<file path="src/rtl/wb_stage.sv">
// Writeback stage: retires instructions from MEM, aligns load data and drives the GPR write port.
// Optional trace outputs are compiled in with `define DEBUG_TRACE_EN.
module wb_stage #(
    parameter int unsigned PC_W   = 32,
    parameter int unsigned DATA_W = 32
) (
    input  logic              i_clk,
    input  logic              i_rst,
    input  logic              i_ms_to_ws_valid,
    output logic              o_ws_allowin,
    input  logic [PC_W-1:0]   i_ms_pc,
    input  logic              i_ms_rf_we,
    input  logic [4:0]        i_ms_rf_waddr,
    input  logic [DATA_W-1:0] i_ms_result,
    input  logic [2:0]        i_ms_load_op,
    input  logic              i_data_ok,
    input  logic [DATA_W-1:0] i_data_rdata,
    input  logic              i_ws_flush,
    output logic              o_rf_we,
    output logic [4:0]        o_rf_waddr,
    output logic [DATA_W-1:0] o_rf_wdata,
    output logic              o_ws_fwd_valid,
    output logic [4:0]        o_ws_busy_addr,
    output logic              o_ws_data_wait,
    output logic [DATA_W-1:0] o_ws_fwd_data
`ifdef DEBUG_TRACE_EN
    ,
    output logic [PC_W-1:0]   o_debug_wb_pc,
    output logic [3:0]        o_debug_wb_rf_we,
    output logic [4:0]        o_debug_wb_rf_wnum,
    output logic [DATA_W-1:0] o_debug_wb_rf_wdata
`endif
);

    localparam logic [2:0] LdNone = 3'd0;
    localparam logic [2:0] LdB    = 3'd1;
    localparam logic [2:0] LdH    = 3'd2;
    localparam logic [2:0] LdW    = 3'd3;
    localparam logic [2:0] LdBu   = 3'd4;
    localparam logic [2:0] LdHu   = 3'd5;

    logic              r_ws_valid;
    logic [PC_W-1:0]   r_pc;
    logic              r_rf_we;
    logic [4:0]        r_waddr;
    logic [DATA_W-1:0] r_result;
    logic [2:0]        r_load_op;
    logic [DATA_W-1:0] r_rdata;
    logic              r_data_got;
    logic              r_drop_pending;

    logic              w_ms_load_op;
    logic [2:0]        w_ms_op_norm;
    logic              w_is_load;
    logic              w_resp;
    logic              w_ready_go;
    logic              w_allowin;
    logic              w_accept;
    logic              w_capture;
    logic              w_drop_set;
    logic              w_wr_ok;
    logic [DATA_W-1:0] w_word;
    logic [7:0]        w_byte;
    logic [15:0]       w_half;
    logic [DATA_W-1:0] w_wdata;

    // Reserved load encodings retire as plain ALU results.
    assign w_ms_load_op = (i_ms_load_op >= LdB) && (i_ms_load_op <= LdHu);
    assign w_ms_op_norm = w_ms_load_op ? i_ms_load_op : LdNone;

    // A response arriving while drop_pending belongs to a flushed load, never to ours.
    assign w_resp     = i_data_ok & ~r_drop_pending;
    assign w_is_load  = (r_load_op != LdNone);
    assign w_ready_go = r_ws_valid & (~w_is_load | r_data_got | w_resp);
    assign w_allowin  = ~r_ws_valid | w_ready_go;
    assign w_accept   = i_ms_to_ws_valid & w_allowin & ~i_ws_flush;
    assign w_capture  = r_ws_valid & w_is_load & ~r_data_got & w_resp;
    assign w_drop_set = i_ws_flush & r_ws_valid & w_is_load & ~r_data_got & ~w_resp;
    assign w_wr_ok    = r_rf_we & (r_waddr != 5'd0);

    always_ff @(posedge i_clk) begin
        if (i_rst) begin
            r_ws_valid     <= 1'b0;
            r_data_got     <= 1'b0;
            r_drop_pending <= 1'b0;
        end else begin
            r_drop_pending <= (r_drop_pending & ~i_data_ok) | w_drop_set;
            if (i_ws_flush) begin
                r_ws_valid <= 1'b0;
                r_data_got <= 1'b0;
            end else if (w_accept) begin
                r_ws_valid <= 1'b1;
                r_data_got <= 1'b0;
            end else begin
                if (w_ready_go) begin
                    r_ws_valid <= 1'b0;
                end
                if (w_capture) begin
                    r_data_got <= 1'b1;
                end
            end
        end
    end

    always_ff @(posedge i_clk) begin
        if (w_accept) begin
            r_pc      <= i_ms_pc;
            r_rf_we   <= i_ms_rf_we;
            r_waddr   <= i_ms_rf_waddr;
            r_result  <= i_ms_result;
            r_load_op <= w_ms_op_norm;
        end
        if (w_capture) begin
            r_rdata <= i_data_rdata;
        end
    end

    // Same-cycle response is used directly so the load retires without an extra cycle.
    always_comb begin
        w_word = r_data_got ? r_rdata : i_data_rdata;
        w_byte = w_word[7:0];
        unique case (r_result[1:0])
            2'd0: w_byte = w_word[7:0];
            2'd1: w_byte = w_word[15:8];
            2'd2: w_byte = w_word[23:16];
            2'd3: w_byte = w_word[31:24];
        endcase
        w_half = r_result[1] ? w_word[31:16] : w_word[15:0];
        unique case (r_load_op)
            LdB:     w_wdata = {{24{w_byte[7]}}, w_byte};
            LdBu:    w_wdata = {24'd0, w_byte};
            LdH:     w_wdata = {{16{w_half[15]}}, w_half};
            LdHu:    w_wdata = {16'd0, w_half};
            LdW:     w_wdata = w_word;
            default: w_wdata = r_result;
        endcase
    end

    assign o_ws_allowin   = w_allowin;
    assign o_rf_we        = w_ready_go & w_wr_ok & ~i_ws_flush;
    assign o_rf_waddr     = r_waddr;
    assign o_rf_wdata     = w_wdata;
    assign o_ws_fwd_data  = w_wdata;
    assign o_ws_fwd_valid = w_ready_go & w_wr_ok;
    assign o_ws_busy_addr = (r_ws_valid & r_rf_we) ? r_waddr : 5'd0;
    assign o_ws_data_wait = r_ws_valid & w_is_load & ~w_ready_go;

`ifdef DEBUG_TRACE_EN
    assign o_debug_wb_pc       = i_rst ? '0 : r_pc;
    assign o_debug_wb_rf_we    = i_rst ? 4'd0 : {4{o_rf_we}};
    assign o_debug_wb_rf_wnum  = i_rst ? 5'd0 : r_waddr;
    assign o_debug_wb_rf_wdata = i_rst ? '0 : w_wdata;
`else
    logic w_unused_pc;
    assign w_unused_pc = ^r_pc;
`endif

endmodule

</file>
<file path="config.mk">
export PLATFORM = sky130hd
export DESIGN_NAME = wb_stage
export DESIGN_NICKNAME = d
export VERILOG_FILES = /design/src/rtl/wb_stage.sv
export SDC_FILE = /design/constraint.sdc
export NUM_CORES = 1
export LEC_CHECK = 0
export BUFFER_PORTS_ARGS = -buffer_cell sky130_fd_sc_hd__buf_2
export CORE_MARGIN = 2
export CORE_UTILIZATION = 50
export DETAILED_ROUTE_END_ITERATION = 10
export GPL_TIMING_DRIVEN = 0
export PLACE_DENSITY = 0.93
export SLEW_MARGIN = 20
export SYNTH_ARGS = -nofsm -noshare
export SYNTH_HDL_FRONTEND = slang
export SYNTH_SLANG_ARGS = --single-unit
</file>
<file path="constraint.sdc">
create_clock -name i_clk -period 12.4 [get_ports i_clk]
set_input_delay 1.86 -clock i_clk [delete_from_list [all_inputs] [get_ports i_clk]]
set_output_delay 1.86 -clock i_clk [all_outputs]
set_load 0.005 [all_outputs]
</file>
# After elaboration in Yosys (flattened, before gate mapping)
# Index checks and enable logic that the tools add are counted.
# classes
magnitude_cmp	2
n_eq_ne	8
muxes	7
bitwise_logic	29
reduce_logical	7
# ops
cell	count
32-bit case mux with 5 select lines	1
32-bit two-way mux	1
8-bit case mux with 4 select lines	1
1-bit AND	17
16-bit two-way mux	1
1-bit inverter	8
3-bit by 2-bit == test with 1-bit output, second input constant	2
3-bit == test, second input constant	2
5-bit two-way mux	1
5-bit nonzero test	1
2-bit == test, second input constant	2
1-bit bitwise OR	4
3-bit by 1-bit == test with 1-bit output, second input constant	1
3-bit by 1-bit greater-or-equal comparator with 1-bit output, second input constant	1
3-bit less-or-equal comparator, second input constant	1
3-bit nonzero test	1
3-bit OR reduction	1
2-bit by 1-bit == test with 1-bit output, second input constant	1
2-bit logical NOT	1
1-bit two-way mux	2
2-bit nonzero test	1
2-bit OR reduction	1
1-bit logical AND	1
# word_totals
regBits	76
output_inout_bits	78
wordCells	61

# Depth between registers and ports, before layout
# Gate-level depths: netlist of the first run.
# depth
depth_word	9
depth_mapped	8
ltp_nobuf	6

# Least setup slack after synthesis of the first run
# No wires, ideal clock.
# synth_timing
path_kind	input-to-reg
startpoint	input i_data_ok
endpoint	register r_rdata[0] (enable)
setup_time_ps	506
arrival_ps	5261
setup_slack_ps	6634
path_stages	2
path_cell_list	nor2b_1 nor4bb_1
# synth_between
elab_chain_len	2
# synth_lines
item	line	source
start, declared	16	input logic i_data_ok,
1-bit AND	72	assign w_resp = i_data_ok & ~r_drop_pending;
1-bit AND	77	assign w_capture = r_ws_valid & w_is_load & ~r_data_got & w_resp;
via w_capture	59	logic w_capture;
end signal, assigned	114	r_rdata <= i_data_rdata;
end, declared	48	logic [DATA_W-1:0] r_rdata;
# The timed path passes the listed nets, and every way through them passes these cells.
# A chain may end at the register's enable or synchronous reset.

# Worst setup path after layout of the first run
# layout_timing
startpoint	input i_data_rdata[23]
endpoint	output o_ws_fwd_data[27]
# layout_between
elab_chain_len	3
# layout_lines
item	line	source
start, declared	17	input logic [DATA_W-1:0] i_data_rdata,
32-bit two-way mux	120	w_word = r_data_got ? r_rdata : i_data_rdata;
8-bit case mux with 4 select lines	122	unique case (r_result[1:0])
32-bit case mux with 5 select lines	129	unique case (r_load_op)
end, declared	25	output logic [DATA_W-1:0] o_ws_fwd_data
# No other way between the ends.

==> results of run 1 <==
-- cells in the final DEF, fill, tap and decap left out, drive strengths merged, types with 8 or more instances in the layout --
master	instances
clkbuf	18
nor3	14
o21ai	10
mux4	8
edfxtp	73
o22ai	17
nor2	34
buf	203
mux2i	20
mux2	17
-- sequential cells by signal (all words and copies together), names as in the netlist --
register	cells
r_rdata	32
r_rf_we	1
r_ws_valid	1
r_data_got	1
r_result	32
r_drop_pending	1
r_load_op	3
o_rf_waddr	5
-- critical path, delay by kind of cell --
family	cells	cell delay [ns]
AND/OR/NAND/NOR	2	0.19
AO/OA/AOI/OAI	1	0.48
multiplexers	2	0.54
buffers and inverters	4	0.72
-- layer usage --
| layer | vias to the layer above | track usage (%) |
|---|---|---|
| li1 | 1598 | - |
| met1 | 1610 | 30.89 |
| met3 | 20 | 5.108 |
| met2 | 177 | 41.25 |
| met4 | 0 | 9.783 |
| met5 | - | 0 |
-- power by group through the flow --
stage	Sequential, W	Clock, W	Combinational, W
final	0.000294	0.000201	0.000103
after floorplan	0.000299	0	0.0000553
after global routing	0.000294	0.000215	0.000112
after detailed placement	0.000300	0	0.000102
after CTS	0.000294	0.000203	0.000103
after global placement	0.000300	0	0.0000965
-- cell type report --
type	count	area, µm²	area share [%]
Sequential cell	76	2252	42.36
Multi-Input combinational cell	203	1548	29.11
Timing Repair Buffer	158	829.5	15.60
Buffer	51	335.3	6.307
Clock buffer	12	135.1	2.542
Tap cell	105	131.4	2.471
Clock inverter	4	73.82	1.389
Inverter	3	11.26	0.2118
-- stage by stage --
stage / setup WS, ns / cells / util [%] / total power [W]
final: 6.749 / 612 / 65.69 / 0.0005982
after global routing: 6.635 / 612 / 65.69 / 0.0006214
after CTS: 6.800 / 612 / 65.69 / 0.0005996
after detailed placement: 6.827 / 596 / 63.11 / 0.0004017
after global placement: 5.334 / 593 / 62.17 / 0.0003965
after floorplan: 6.634 / 333 / - / 0.0003545
-- worst max path at each step --
stage,slack (ns),cells after the start,endpoint
global placement,5.33,3,r_rdata[3]
detailed placement,6.83,9,o_ws_fwd_data[27]
floorplan,6.63,2,r_rdata[0]
CTS,6.80,9,o_ws_fwd_data[27]
global route,6.64,9,o_ws_fwd_data[27]
finish,6.75,9,o_ws_fwd_data[27]
-- cells in the mapped netlist, types with 2 or more instances --
cell        n  area [µm²]
o22ai_1    17       106.4
a21o_1      7       52.55
clkbuf_1    6       22.52
o21a_1      4       30.03
mux4_2      8       180.2
inv_1       3       11.26
dfxtp_1     3       60.06
o2bb2ai_1   7       61.31
a22oi_1     7       52.55
o21ai_0     8       40.04
buf_4      33       247.7
nor2b_1     7       43.79
nor3b_1     2       15.01
nor3_1     13       65.06
edfxtp_1   73        2192
and3_1      5       31.28
nand2_1     7       26.28
nor2_1     34       127.6
mux2_2     17       191.4
o221ai_1    7       61.31
a21oi_1     6       30.03
o21ai_1     2       10.01
or3_1       7       43.79
mux2i_1    20       200.2
buf_2      10       50.05
-- cell families after synthesis --
kind of cell | Yosys count | share of synthesized area (%)
mux | 45 | 13.87
xor+xnor | 1 | 0.2124
buf+inv | 54 | 8.404
compound gates | 73 | 12.65
flops | 76 | 54.61
simple gates | 84 | 10.25
==> results.txt, run 1 <==
The run finished with clean final reports. The area inside the core boundary came out at about 8100 µm². Relative to the synthesized area, the layout overhead comes to 28.91%. The most numerous cell type found on the critical path is buf_2. Along the worst path, the maximum fanout reaches 10.

The number of detailed-route iterations in the first pass is 5. The worst hold slack came out at approximately 0.61 ns. Internal power comes to approximately 0.00046 W.

Setup repair after global routing left no endpoint under its margin. The hold path startpoint is r_drop_pending. The hold-critical path depth is 3. The I/O pin count is 188. The critical path is of the in2out type.

The distinct cell type count after synthesis came out at 45. The detailed router finished its first iteration with roughly 240 violations. The setup TNS came out at 0 ns. In this run, synthesis produced a sequential element count of between 70 and 80. The TritonCTS clock tree is yes. The worst slew margin relative to its limit is a little under a third. The length in cells of the worst reg-to-reg path is 8. The share of the Yosys chip area taken by registers is between 50% and 60%. The via count of the routed design came out at roughly 3400. The peak supply drop is 0.1093 mV. The HPWL after detailed placement is roughly 8.3 mm. The number of maximum-capacitance constraint violations is 0.

The number of fill cells came out at about 650. The detailed-route wire length is roughly 11 mm. The analysis attributes to net switching a power of roughly 0.00014 W. The fraction of layout cells with a size suffix above 1 is 48.52%. The number of global-route vias before repair came out at about 3300. The count of flip-flops with a built-in enable after synthesis came out at between 70 and 80. The buffer cell driving the clock tree root is clkbuf_8. Net switching is a little under a quarter of the power. The initial antenna violation count is 0. The required arrival time at the worst endpoint came out at 10.54 ns. The die is approximately 95 µm tall. The met2 wire length came out at around 5.3 mm. The register-to-register setup slack is 9.60 ns. The count of standard-cell rows is 33. The setup skew after layout came out at ~0.0063 ns. Among all stages on the critical path, the largest delay is contributed by o21ai_1. The number of slew-limit violations in the final report came out at 0. The routability congestion estimate came out at 0.8541.

The count of cells resized by post-cts repair came out at 0. Yosys printed 0 warnings. The number of levels in the clock H-tree came out at 3. The worst setup path is launched from an input port. The clock buffer count from CTS is 9. Summed over all nets, wire length on met3 after detailed routing comes to approximately 840 µm. The horizontal die dimension is around 95 µm. The clock network power share is roughly 34%. The synthesized instance count is about 330.

The CTS sink count is 76. The maximum number of pins on one net before global-route repair came out at 24. Buffers added to address setup during post-CTS repair amount to 0.

The total global-route track usage is between 20 and 25%. The final-stage net count came out at around 610. The number of port buffers came out at about 160. The endpoint identified for the worst register-to-register timing path is r_result[5].

The static leakage came out at 2.187 nW. In this run the critical register-to-register path is launched from r_load_op[1]. The share of flip-flops with an asynchronous set or reset came out at 0%.

The maximum buffer depth of the clock tree came out at 2. The die outline area came out at 8991 µm². The critical path goes through buf_2 > mux2i_1 > mux4_2 > nand2_1 > o21ai_1 > buf_2 > nor2_1 > buf_4 > buf_2. The power share of the sequential group came out at between 40% and 50%.

The placed cell area came out at slightly above 5000 µm². For the worst setup path, the data arrival time is around 3.8 ns. The pin slew with the least headroom to its limit came out at a little over 1 ns. Dividing the detail-routed via count by the number of cells gives about 5.6. The count of final setup violators came out at 0. Hold repair after CTS inserted 0 buffers. The residual DRC count is 0. For this run the aggregate overflow at the end of global routing stands at 0.

The leading register cell type out of synthesis is edfxtp_1. The number of routed nets with antenna violations is 0. The hold path endpoint is r_drop_pending. The register clock-pin slew on the reported worst setup and hold paths came out at ~0.070 ns. The minimum period implied by the final worst setup slack is between 5 and 6 ns.

Dividing the detail-routed wire length by the instance count gives about 18 µm. STA classifies the critical path endpoint as a primary output. The sum of routed wire segments on met1 came out at 4.448 mm.

The min-delay analysis places its worst path in the category reg2reg. The clock latency of the later-clocked register in the worst-skew pair is ~0.35 ns. The number of nets handed over by synthesis was about 440. The share of power burned in combinational logic came out at around 17%. The effective utilization at floorplan came out at approximately half.

The per-instance average area after synthesis came out at between 10 and 15 µm². The worst setup path startpoint is i_data_rdata[23]. The post-route clock period utilization is between 40% and 50%. The final design instance area without fill came out at 5316 µm². The highest metal layer with signal wires is met4. The first-pass GRT wire length came out at ~17 mm. Dividing total power by cell area gives a power density of around 110 nW/µm². The mapped cell area is slightly above 4000 µm².

The count of antenna diodes in the layout is 0. The highest attainable clock frequency came out at ~180 MHz. The stage delay of the slowest cell on the critical path came out at ~0.48 ns. The hold violation count in the final report came out at 0.
No activity file was read; power rests on OpenSTA's default activity.
==> run 2: changes to the inputs <==
ABC_AREA = 1   (was not set)
CORE_UTILIZATION = 47   (was 50)
PLACE_DENSITY = 0.88   (was 0.93)
clock period = 5.75 ns   (was 12.4 ns; I/O delays follow)
==> run 2 against run 1 <==
Compared with the run above: global-route usage decreased by 1.4 points; synthesized cell count increased by 36%; non-clock buffer count decreased by 4; setup slack got worse by 4.2 ns; utilization decreased by 2.6 points; largest power group unchanged.
==> results.txt, run 2 <==
The number of slew-limit violations in the final report is 0 (unchanged). The worst hold slack is 0.4931 ns (-0.1192 ns). The internal power is 0.001013 W (+120%).

The maximum buffer depth of the clock tree was 2 (unchanged). The number of port buffers came out at 155 (unchanged). The highest metal layer with signal wires is met4. The area inside the core boundary is 8258 µm² (+2.0%). The worst path needs around 3.2 ns of the cycle, external delays included. The fraction of power spent switching nets came out at 23.25% (-0.24 points). The clock buffer count from CTS came out at 9 (unchanged). The critical path goes through buf_2 > inv_2 > nand3_1 > nand3_1 > nand2_1 > nand2_1 > buf_2 > nand4_1 > buf_4 > buf_2.

The number of instances in the placed design came out at 714 (+20%). Counting instances in the post-synthesis netlist gives the leading cell types as nand2_1, edfxtp_1, buf_4, nor2_1, nand3_1. The clock network power share came out at 36.5% (+2.9 points). The maximum number of pins on one net before global-route repair is 33 (+38%).

The met2 wire length came out at 5.425 mm (+2.4%). The run finished with clean final reports. The cell with the most instances after synthesis is nand2_1.

The number of detailed-route iterations in the first pass came out at 5 (unchanged). The power share of the sequential group came out at 47.9% (-1.2 points). The data arrival at the endpoint of the critical path came to 2.34 ns (-1.45 ns). The share of power burned in combinational logic is 15.6% (-1.6 points). The top cell types in the final layout, fill and taps aside, are nand2_1, buf_2, edfxtp_1. The largest total area in the synthesized netlist belongs to edfxtp_1. The clock latency of the later-clocked register in the worst-skew pair came out at 0.35 ns (about the same). The peak supply drop is 0.1923 mV (+76%).

The number of nets produced by synthesis came out at 563 (+27%). The count of standard-cell rows was 33 (unchanged). The worst setup path endpoint is o_ws_fwd_data[15]. The worst setup path is launched from a flip-flop.

The die outline area is 9360 µm² (+4.1%). The sum of routed wire segments on met1 came out at 4.249 mm (-4.5%). The length in cells of the worst reg-to-reg path is 6 (-2). The power after layout came out at 0.001320 W (+120%). The synthesized instance count is 453 (+36%).

The detailed-route wire length came out at 10.81 mm (-0.19%). Among all flip-flop cells after synthesis, the most frequent one is edfxtp_1. The share of Yosys cell area claimed by the top area cell type came to 54.22% (+1.1 points). Leaving out fill and tap cells, the most frequent cell in the layout is nand2_1. The final core area utilization is 63.09% (-2.6 points).

The portion of the post-synthesis area used by sequential elements came out at 55.71% (+1.1 points). The count of flip-flops with a built-in enable after synthesis came to 73 (unchanged). The switching power is 0.0003070 W (+120%). The register-to-register setup slack came out at 3.61 ns (-5.99 ns). The routability congestion estimate is 0.8898 (+4.2%). The highest fanout seen on the critical path is 10 (unchanged). The via count of the routed design was 3725 (+9.4%). Based on the critical path, the design can be clocked at up to about 310 MHz. The worst register-to-register path begins at r_load_op[2]. The count of antenna diodes in the layout is 0 (unchanged). The share of flip-flops with an asynchronous set or reset was 0% (unchanged). The hold violation count in the final report came to 0 (unchanged). The vertical die dimension came out at 96.75 µm (+2.0%). The critical path's most frequent cell is buf_2. The power density of the placed cells came out at 253.4 nW/µm² (+130%).

The worst slew margin relative to its limit is 49.54% (+18 points). The cts-stage hold buffer count came out at 0 (unchanged). The setup TNS came out at 0 ns (unchanged). The final-stage net count is 730 (+19%).

The count of state elements after synthesis is 76 (unchanged). The detail-routed via count per cell is 5.103 (-8.3%). The wire length per cell after detailed routing is 14.81 µm (-16%).

The initial antenna violation count came out at 0 (unchanged). The total grt overflow is 0 (unchanged). The synthesis warning total is 0 (unchanged). The stage delay of the slowest cell on the critical path came to 0.36 ns (-0.12 ns).

The critical path is of the reg2out type. The fraction of layout cells with a size suffix above 1 is 37.60% (-11 points). The count of cells resized by post-cts repair is 0 (unchanged). The residual DRC count is 0 (unchanged). The number of levels in the clock H-tree came out at 3 (unchanged). The number of global-route vias before repair is 3695 (+13%).

The wire length on met3 is 890 µm (+6.6%). The post-route clock period utilization came out at a little under three fifths. The number of DRC violations after detailed-routing iteration 0 came out at 271 (+12%). The number of routed nets with antenna violations was 0 (unchanged). The CTS sink count came to 76 (unchanged). The I/O pin count came to 188 (unchanged). The area growth from synthesis to final layout came to 28.88% (about the same). The per-instance average area after synthesis came out at 8.924 µm² (-28%).

The required arrival time at the worst endpoint was 4.89 ns (-5.65 ns). The worst register-to-register path ends at r_result[15]. The cell with the largest stage delay on the worst path is edfxtp_1. STA classifies the critical path endpoint as a primary output. The buffer cell driving the clock tree root is clkbuf_8. The total global-route track usage is 23.10% (-1.4 points). The static leakage is 2.512 nW (+15%). The setup skew after layout is 0.009147 ns (+0.002831 ns). The register clock-pin slew on the reported worst setup and hold paths is 0.07 ns (about the same). The distinct cell type count after synthesis is 30 (-33%). The HPWL after detailed placement is 8.189 mm (-1.7%). The mapped cell area is 4043 µm² (-2.0%). The post-CTS setup-driven buffer insertion count came out at 0 (unchanged). By area the synthesized netlist is led by edfxtp_1, nand2_1, buf_4.

The first-pass GRT wire length came out at 17.40 mm (+5.3%). The effective utilization at floorplan came to 48.95% (-2.0 points). The count of final setup violators is 0 (unchanged). TritonCTS built the clock tree.

Setup repair after global routing left no endpoint under its margin. The number of maximum-capacitance constraint violations came to 0 (unchanged). The worst setup path startpoint is r_result[1]. The non-filler instance count after layout came out at 730 (+19%).

The min-delay analysis places its worst path in the category reg2reg. The pin slew with the least headroom to its limit is 0.7569 ns (-0.2643 ns). The horizontal die dimension was 96.75 µm (+2.0%).
[run 2: cell types whose count changed in the layout (fill, tap and decap cells not counted), moves of 8 or more]
cell | previous run | this run
o22ai_1 | 17 | 0
inv_1 | 3 | 20
mux4_2 | 8 | 0
mux2i_1 | 20 | 0
nand3_1 | 1 | 28
nand4_1 | 0 | 24
mux2_2 | 17 | 0
nor3_1 | 13 | 3
nand2_1 | 7 | 178
[run 2: kinds of logic (layout without fill, tap and decap cells)]
family          after synthesis  in the layout  synth area share [%]
compound gates               27             27                 3.745
buf+inv                      73            245                 11.02
flops                        76             76                 55.71
simple gates                277            277                 29.53
[run 2: worst min path at each step]
stage / from / end / slack [ns] / cells after the start
final: r_drop_pending / r_drop_pending / 0.49 / 2
after detailed placement: r_drop_pending / r_drop_pending / 0.47 / 2
after floorplan: r_drop_pending / r_drop_pending / 0.44 / 2
after global routing: r_drop_pending / r_drop_pending / 0.52 / 2
after CTS: r_drop_pending / r_drop_pending / 0.49 / 2
after global placement: r_drop_pending / r_drop_pending / 0.45 / 2
[run 2: critical path, delay by kind of cell, from the launching register on]
| kind | cells | cell delay (ns) |
|---|---|---|
| DFF | 1 | 0.36 |
| buffers and inverters | 5 | 0.98 |
| and+or+nand+nor | 5 | 0.66 |
[run 2: power by group through the flow]
stage / clock, W / combinational (W) / sequential [W]
after floorplan: 0 / 0.000110 / 0.000645
after global placement: 0 / 0.000198 / 0.000646
after CTS: 0.000486 / 0.000207 / 0.000632
after detailed placement: 0 / 0.000206 / 0.000645
after global routing: 0.000514 / 0.000228 / 0.000634
final: 0.000482 / 0.000206 / 0.000632
[run 2: area by class of cell]
cell class	count	area (µm²)
clock inverter	5	100.1
buffer	49	355.3
fill	738	3048
multi-input combinational	304	1354
clock buffer	11	131.4
timing repair buffer	156	795.8
inverter	24	90.09
sequential	76	2252
tap	105	131.4
[run 2: metrics by stage]
stage                     cell area, µm²  worst slack [ns]
final                               5210             2.548
after global routing                5210             2.372
after CTS                           5210             2.553
after detailed placement            4979             2.600
after global placement              4950             1.462
after floorplan                     4043             2.260
[run 2: metal layers]
metal	global-route usage, %	vias up
met5	0	-
met4	6.826	0
met3	5.491	24
met2	40.49	176
met1	28.36	1706
li1	-	1819
==> run 3: changes to the inputs <==
ABC_AREA = 0   (was 1)
CORE_UTILIZATION = 43   (was 47)
PLACE_DENSITY = 0.85   (was 0.88)
clock period = 2.6 ns   (was 5.75 ns; I/O delays follow)
==> run 3 against run 2 <==
Compared with the run above: highest routed layer unchanged; the flow now finishes with violations (setup timing); setup slack got worse by 2.7 ns; hold slack got worse by 0.28 ns; largest power group unchanged; non-clock buffer count rose by 15; global-route usage down 0.89 points; sequential power rose by 120%; clock power up 110%; wire length up 11%.
==> results.txt, run 3 (synthesized netlist as in run 1, its figures left out) <==
The area growth from synthesis to final layout is 41.96%. The peak supply drop came out at 0.3477 mV (+81%). The routability congestion estimate is 0.7982 (-10%). The residual DRC count came to 0 (unchanged). The count of standard-cell rows was 35 (+6.1%). The count of antenna diodes in the layout is 0 (unchanged). The wire length per cell after detailed routing came out at 18.48 µm (+25%). The die outline area came out at 10390 µm² (+11%). The maximum buffer depth of the clock tree is 2 (unchanged).

The number of detailed-route iterations in the first pass was 5 (unchanged). The tree is rooted in a clkbuf_8. The final design instance area without fill came out at 5854 µm² (+12%). The total global-route track usage was 22.21% (-0.89 points). The number of levels in the clock H-tree came out at 3 (unchanged).

Broken down by cell family, the worst path's largest delay share belongs to multiplexers. The total grt overflow came out at 0 (unchanged). The area inside the core boundary came out at 9284 µm² (+12%). The final core area utilization came out at 63.06% (about the same).

The stage delay of the slowest cell on the critical path came out at 0.54 ns (+0.18 ns). The minimum period implied by the final worst setup slack is ~2.7 ns. The required arrival time at the worst endpoint came out at 2.21 ns (-2.68 ns).

The critical path in this run is classified as reg2out. The effective utilization at floorplan came out at 44.42% (-4.5 points). The data arrival at the endpoint of the critical path is 2.32 ns (-0.02 ns). The number of fill cells is 761 (+3.1%). The power density of the placed cells came to 508.3 nW/µm² (+100%). The number of global-route vias before repair came to 3348 (-9.4%).

STA classifies the critical path startpoint as a flip-flop. The setup skew after layout was 0.01223 ns (+0.003082 ns). The I/O pin count came to 188 (unchanged). The placed cell area came to 5099 µm² (+2.4%). The number of port buffers was 155 (unchanged).

The hold violation count in the final report is 0 (unchanged). The post-route clock period utilization came out at 104.1%. The least setup slack across all paths after layout is -0.1058 ns (-2.654 ns). The power after layout came out at 0.002976 W (+130%). The worst hold slack is 0.2091 ns (-0.2840 ns). The register clock-pin slew on the reported worst setup and hold paths is 0.08 ns (about the same).

The worst slew margin relative to its limit is 39.58% (-10 points). The highest fanout seen on the critical path is 8 (-2). The vertical die dimension is 101.9 µm (+5.4%). Leaving out fill and tap cells, the most frequent cell in the layout is buf_2.

The run finished, with violations left. The top cell types in the final layout, fill and taps aside, are buf_2, edfxtp_1, buf_4. For this design, the slowest cell found on the critical path is mux4_2.

The detailed-route wire length came to 12.01 mm (+11%). The pin slew with the least headroom to its limit is 0.9049 ns (+0.1480 ns). The initial antenna violation count is 0 (unchanged).

The final reports fail on setup timing. The number of buffer and inverter instances along the worst setup path came to 4 (-1). The detail-routed via count per cell came out at 5.437 (+6.5%).

The number of slew-limit violations in the final report came out at 0 (unchanged). The worst setup path is captured at a primary output. The final-stage net count came out at 626 (-14%).

The critical path's most frequent cell is buf_6. The critical path goes through buf_6 > mux2i_2 > mux4_2 > nand2_2 > o21ai_4 > buf_6 > buf_4 > nor2_4 > buf_2. The class of the tightest hold or removal check is in2reg. The maximum number of pins on one net before global-route repair was 22 (-33%). The first-pass GRT wire length is 17.40 mm (unchanged). The fraction of layout cells with a size suffix above 1 is 60.27% (+23 points).

The TritonCTS clock tree is yes. The setup TNS is -1.554 ns (-1.554 ns). The clock buffer count from CTS is 9 (unchanged). The via count of the routed design is 3534 (-5.1%). Setup repair after global routing could not meet its margin everywhere. The number of routed nets with antenna violations is 0 (unchanged). The number of maximum-capacitance constraint violations is 0 (unchanged). The static leakage is 2.369 nW (-5.7%). The count of final setup violators is 36 (+36). The clock latency of the later-clocked register in the worst-skew pair is 0.35 ns (about the same). The CTS sink count came out at 76 (unchanged). The highest attainable clock frequency came out at approximately 370 MHz. The horizontal die dimension came out at 101.9 µm (+5.4%). The number of DRC violations after detailed-routing iteration 0 came out at 296 (+9.2%). The HPWL after detailed placement came out at 8.241 mm (+0.63%).
-- run 3: cell count changes in the layout (fill, tap and decap cells not counted), moves of 9 or more --
cell     change
nand4_1     -24
mux2i_1     +19
nand2_1    -173
inv_1       -17
mux2_2      +16
buf_6       +10
buf_2        -9
nand3_1     -28
o21ai_0      -9
buf_4       +10
nor2_4      +10
o22ai_1     +14
nor2_1      -13
-- run 3: final cells by class --
cell class | count | area (µm²) | area share, %
Timing Repair Buffer | 181 | 1013 | 17.31
Buffer | 39 | 301.5 | 5.151
Sequential cell | 76 | 2252 | 38.47
Clock inverter | 4 | 73.82 | 1.261
Clock buffer | 12 | 145.1 | 2.479
Inverter | 3 | 11.26 | 0.1923
Multi-Input combinational cell | 206 | 1896 | 32.38
Tap cell | 129 | 161.4 | 2.757
-- run 3: path summary, 6_finish.rpt --
kind | from | endpoint | slack (ns) | depth (start not counted)
setup / recovery | r_result[1] | o_ws_fwd_data[30] | -0.11 | 9
hold / removal | i_ms_rf_waddr[1] | o_rf_waddr[1] | 0.21 | 1
setup reg to reg | r_load_op[1] | r_result[29] | 0.14 | 7
hold reg to reg | r_drop_pending | r_drop_pending | 0.63 | 3
-- run 3: worst register-to-register path, stage by stage (launching register included) --
cell	delay, ns
edfxtp_1	0.47
buf_4	0.18
nor3_4	0.30
nor3_1	0.14
and2_1	0.22
inv_1	0.09
nand2_1	0.28
nor2_4	0.44
-- run 3: per-layer routing --
layer	up-vias	routed length, µm	global-route usage (%)
li1	1631	-	-
met1	1684	4901	30.20
met2	203	5881	35.63
met3	16	1052	4.651
met4	0	176	7.692
met5	-	0	0
-- run 3: repair_timing --
item | 4_1_cts | 5_1_grt
cloned | 2 | 2
pin swaps | 15 | 13
gates resized for setup | 56 | 53
setup buffers | 16 | 7
setup endpoints to repair | 105 | 104
hold buffers | 0 | 0
-- run 3: report_power, final --
| part | switching, W | internal, W |
|---|---|---|
| registers | 0.0000188 | 0.00139 |
| clock network | 0.000432 | 0.000568 |
| logic | 0.000279 | 0.000292 |
| total | 0.000730 | 0.00225 |
-- run 3: stage by stage --
| stage | setup slack [ns] | cells |
|---|---|---|
| final | -0.1058 | 650 |
| after global routing | -0.1901 | 650 |
| after CTS | -0.08395 | 641 |
| after detailed placement | -0.4700 | 619 |
| after global placement | -0.4027 | 617 |
| after floorplan | 0.1155 | 333 |
